`config.mk`:
```
export PLATFORM = sky130hd
export DESIGN_NAME = ws2812_bit_encoder
export DESIGN_NICKNAME = d
export VERILOG_FILES = /design/src/rtl/ws2812_bit_encoder.sv
export SDC_FILE = /design/constraint.sdc
export NUM_CORES = 1
export LEC_CHECK = 0
export ABC_AREA = 1
export CAP_MARGIN = 5
export CORE_MARGIN = 2
export CORE_UTILIZATION = 61
export DETAILED_ROUTE_END_ITERATION = 10
export PLACE_DENSITY = 0.8
export SLEW_MARGIN = 5
export SYNTH_ARGS = -nofsm -noshare
export SYNTH_HDL_FRONTEND = slang
export SYNTH_SLANG_ARGS = --single-unit
export TNS_END_PERCENT = 1
```
`constraint.sdc`:
```
create_clock -name clk -period 2.6 [get_ports clk]
set_input_delay 0.39 -clock clk [delete_from_list [all_inputs] [get_ports clk]]
set_output_delay 0.39 -clock clk [all_outputs]
set_load 0.1 [all_outputs]
```
`src/rtl/ws2812_bit_encoder.sv`:
```
// ws2812_bit_encoder
//
// Turns a stream of single data bits into WS2812 single-wire pulses. Each
// accepted bit produces a fixed TBIT-cycle period: T1H cycles high for a 1,
// T0H cycles high for a 0, the remainder low. A latch request inserts a
// TRES-cycle low gap after the current bit so the LED string shows the frame.
//
// Ports:
//   clk        system clock
//   rstn       asynchronous active-low reset
//   bit_in     data bit, sampled when bit_valid & bit_ready
//   bit_valid  bit_in is valid
//   bit_ready  encoder takes bit_in this cycle (decoded from registered state)
//   latch_req  single-cycle request for a reset/latch gap
//   dout       WS2812 data line (registered)
//   busy       not IDLE, or a latch is pending
//   latch_done one-cycle pulse when the latch gap has finished
//
// Build option:
//   WS2812_DOUT_INV_EN  when defined, dout is inverted at the output register
//                       (idle/reset level 1, high phases drive 0) for
//                       inverting level shifters. Timing is unchanged.

module ws2812_bit_encoder #(
    parameter int T0H  = 20,
    parameter int T1H  = 40,
    parameter int TBIT = 62,
    parameter int TRES = 3000,
    parameter int CW   = 12
) (
    input  logic clk,
    input  logic rstn,
    input  logic bit_in,
    input  logic bit_valid,
    output logic bit_ready,
    input  logic latch_req,
    output logic dout,
    output logic busy,
    output logic latch_done
);

`ifdef WS2812_DOUT_INV_EN
    localparam logic DOUT_LO = 1'b1;
`else
    localparam logic DOUT_LO = 1'b0;
`endif
    localparam logic DOUT_HI = ~DOUT_LO;

    localparam logic [CW-1:0] T0H_LAST  = CW'(T0H - 1);
    localparam logic [CW-1:0] T1H_LAST  = CW'(T1H - 1);
    localparam logic [CW-1:0] TBIT_LAST = CW'(TBIT - 1);
    localparam logic [CW-1:0] TRES_LAST = CW'(TRES - 1);

    typedef enum logic [1:0] {
        IDLE = 2'd0,
        HIGH = 2'd1,
        LOW  = 2'd2,
        RES  = 2'd3
    } state_t;

    state_t          state_q;
    logic [CW-1:0]   cnt_q;
    logic            latch_pending_q;
    logic            cur_bit_q;
    logic            dout_q;
    logic            latch_done_q;

    logic [CW-1:0]   thigh_last;
    logic            bit_end;
    logic            accept;
    logic            latch_any;

    always_comb begin
        thigh_last = cur_bit_q ? T1H_LAST : T0H_LAST;
        bit_end    = (state_q == LOW) && (cnt_q == TBIT_LAST);
        // A pending latch holds off new bits at every boundary.
        bit_ready  = ((state_q == IDLE) || bit_end) && !latch_pending_q;
        accept     = bit_valid && bit_ready;
        // A request arriving this very cycle counts as pending.
        latch_any  = latch_pending_q || latch_req;
        busy       = (state_q != IDLE) || latch_pending_q;
    end

    assign dout       = dout_q;
    assign latch_done = latch_done_q;

    // Data bit register: only meaningful while a bit is in flight.
    always_ff @(posedge clk) begin
        if (accept) begin
            cur_bit_q <= bit_in;
        end
    end

    always_ff @(posedge clk or negedge rstn) begin
        if (!rstn) begin
            state_q         <= IDLE;
            cnt_q           <= '0;
            latch_pending_q <= 1'b0;
            dout_q          <= DOUT_LO;
            latch_done_q    <= 1'b0;
        end else begin
            latch_done_q <= 1'b0;
            if (latch_req) begin
                latch_pending_q <= 1'b1;
            end

            case (state_q)
                IDLE: begin
                    if (accept) begin
                        state_q <= HIGH;
                        cnt_q   <= '0;
                        dout_q  <= DOUT_HI;
                    end else if (latch_any) begin
                        state_q         <= RES;
                        cnt_q           <= '0;
                        latch_pending_q <= 1'b0;
                    end
                end

                HIGH: begin
                    // cnt keeps running into LOW so the bit period is measured
                    // from the start of the high phase.
                    cnt_q <= cnt_q + 1'b1;
                    if (cnt_q == thigh_last) begin
                        state_q <= LOW;
                        dout_q  <= DOUT_LO;
                    end
                end

                LOW: begin
                    if (bit_end) begin
                        if (accept) begin
                            state_q <= HIGH;
                            cnt_q   <= '0;
                            dout_q  <= DOUT_HI;
                        end else if (latch_any) begin
                            state_q         <= RES;
                            cnt_q           <= '0;
                            latch_pending_q <= 1'b0;
                        end else begin
                            state_q <= IDLE;
                            cnt_q   <= '0;
                        end
                    end else begin
                        cnt_q <= cnt_q + 1'b1;
                    end
                end

                RES: begin
                    if (cnt_q == TRES_LAST) begin
                        state_q      <= IDLE;
                        cnt_q        <= '0;
                        latch_done_q <= 1'b1;
                    end else begin
                        cnt_q <= cnt_q + 1'b1;
                    end
                end

                default: begin
                    state_q <= IDLE;
                    cnt_q   <= '0;
                    dout_q  <= DOUT_LO;
                end
            endcase
        end
    end

endmodule

```
==> results_dict.tcl <==
set metrics [dict create \
    ys_top_cells_by_area "dfrtp_1 36%, nand2_1 10%, inv_1 7.0%" \
    fin_cells 190 \
    slowest_stage "dfrtp_1" \
    placed_cell_area_um2 1280 \
    holdBufCountCts 0 \
    final.setup.worst_slack_ps 439 \
    clock_sinks 18 \
    vdd_drop_max_mv 0.301 \
    yosysSeqAreaShare 0.388 \
    cp_max_fo 3 \
    r2r-start "cnt_q[0]" \
    diodes 0 \
    place_hpwl_mm 1.91 \
    insertion_delay_ps 300 \
    setup_tns_ps 0 \
    postCtsSetupBuffers 0 \
    grt_pass1_vias 991 \
    rsz0062_at_grt "no" \
    hold_class "register to register" \
    power_density_nw_per_um2 358 \
    place_congestion 0.921 \
    num-fill-cells 141 \
    start_util 0.666 \
    cp.depth 9 \
    synth_cell_types 27 \
    fin_crit_ps 2160 \
    syn-cell-area_um2 1170 \
    cp-start-kind "register" \
    io_buffers 8 \
    htreeDepth 1 \
    syn_inst 155 \
    die_height_um 47.9 \
    die_area_um2 2290 \
    cpPeakStageDelay_ps 410 \
    slew_headroom 0.458 \
    cp_top_family "simple AND/OR/NAND/NOR gates" \
    place_ws_ps 781 \
    cp-startpoint "cnt_q[1]" \
    fin_area_um2 1320 \
    max_freq_mhz 463 \
    overflow 0 \
    yosysTopAreaCell "dfrtp_1" \
    track_usage 0.266 \
    outcome "finished clean" \
    register_area_um2 455 \
    first_iter_violations 49 \
    grt_pass1_wl_mm 4.21 \
    coreArea_um2 1760 \
    synth_warnings 0 \
    worstPathRequired_ps 2210 \
    vias_per_cell 5.61 \
    root_buffer "clkbuf_4" \
    nNetsFinal 173 \
    chipWidth_um 47.9 \
    cts_buffers 3 \
    drtAntennaViolNets 0 \
    r2r_cells 7 \
    dr_total_vias 1065 \
    synth_top_cell_area_share 0.362 \
    timing.critical_path.to "bit_ready" \
    hold_depth 1 \
    antenna_found_initial 0 \
    skew_ps 2.96 \
    final_cell_mix "32 x nand2_1, 22 x inv_1, 22 x nor2_1" \
    cts.repair.resized 0 \
    tightest_slew_ps 810 \
    rows 15 \
    max_cap_violations 0 \
    r2r-end "cnt_q[10]" \
    fin_crit_sh 0.831 \
    synth_nets 162 \
    post_drt_wl_per_cell_um 13.4 \
    grt_max_degree 18 \
    layout-drive-gt1-share 0.139 \
    finalMaxSlewViolations 0 \
    synth_seq_cells 18 \
    clk_pin_slew_ps 100 \
    critical_path_arrival_ps 1770 \
    setup.worst_path.end_class "output port" \
    area_growth_pct 11.9 \
    setup_viol 0 \
    post-place-cells 186 \
    crit_type "register to output port" \
    power_leakage_uw 0.000598 \
    crit_buf_inv 3 \
    first_pass_iters 6 \
    multi_input_area_um2 623 \
    finalHoldViolCount 0 \
    crit_chain "inv_1 > ha_1 > inv_1 > nor2_1 > nand3_1 > nand2_1 > nand2_1 > nor2_1 > buf_12" \
    r2r_slack_ps 900 \
    drc 0 \
    cts_tree "built" \
    power_uw 471 \
    syn-mean-instance-area_um2 7.58 \
    io_pins 9 \
    wl_mm 2.55 \
    mostFrequentLayoutCell "nand2_1" \
    cts_max_path_buffers 2 \
]
-- layer usage --
metal | vias up | global-route usage | part of all wire
met5 | - | 0 | 0
met4 | 0 | 0.108 | 0.016
met3 | 5 | 0.0226 | 0.057
met2 | 39 | 0.448 | 0.49
met1 | 500 | 0.350 | 0.44
li1 | 521 | - | -
-- worst reg2reg max path, cell delays in order, from the launching register on --
cell and delay (ps):
dfrtp_1 450, ha_1 210, nand2_1 140, nor2_1 240, nand4_1 180, o21ai_0 190
o21ai_0 100, o22ai_1 110
-- cell families (layout without fill, tap and decap cells) --
| kind of cell | Yosys count | in the layout | share of synthesized area |
|---|---|---|---|
| adder cells (fa/ha/maj) | 2 | 2 | 0.0213 |
| buffers and inverters | 25 | 35 | 0.0820 |
| flip-flops | 18 | 18 | 0.388 |
| AO/OA/AOI/OAI | 24 | 24 | 0.131 |
| AND/OR/NAND/NOR | 80 | 80 | 0.333 |
| XOR/XNOR | 6 | 6 | 0.0447 |
-- registers in the layout, indices dropped and copies added, names as in the netlist --
signal,count
dout,1
latch_done,1
state_q,2
cur_bit_q,1
latch_pending_q,1
cnt_q,12
-- area by class of cell --
cell class,count,share of cell area
multi-input combinational,112,0.474
sequential,18,0.346
inverter,23,0.0657
timing repair buffer,8,0.0628
clock buffer,4,0.0276
tap,25,0.0238
-- worst min path at each step --
| stage | from | to |
|---|---|---|
| 2_1_floorplan | rstn | cnt_q[0] |
| 3_3_place_gp | dout | dout |
| 3_5_place_dp | dout | dout |
| 4_1_cts | dout | dout |
| 5_1_grt | dout | dout |
| 6_report | dout | dout |
-- synth_stat cells (all sizes together) --
master and number:
nand2 37, nor2 28, inv 23, dfrtp 17, o21ai 13, nand3 10, o22ai 7, xor2 5
nand4 4, a21oi 2, buf 2, ha 2, edfxtp 1, nor4 1, o22a 1, o31ai 1
xnor2 1
-- stage by stage --
| stage | hold slack [ps] | util |
|---|---|---|
| finish | 520 | 0.745 |
| global route | 565 | 0.745 |
| CTS | 523 | 0.745 |
| detailed placement | 496 | 0.725 |
| global placement | 493 | 0.725 |
| floorplan | 94.4 | - |
-- power breakdown --
part	total [uW]	switching, uW	internal (uW)
sequential	282	0.0000000000000839	282
clock	176	90.9	85.5
combinational	12.3	6.87	5.48
(Power assumes the default switching activity.)
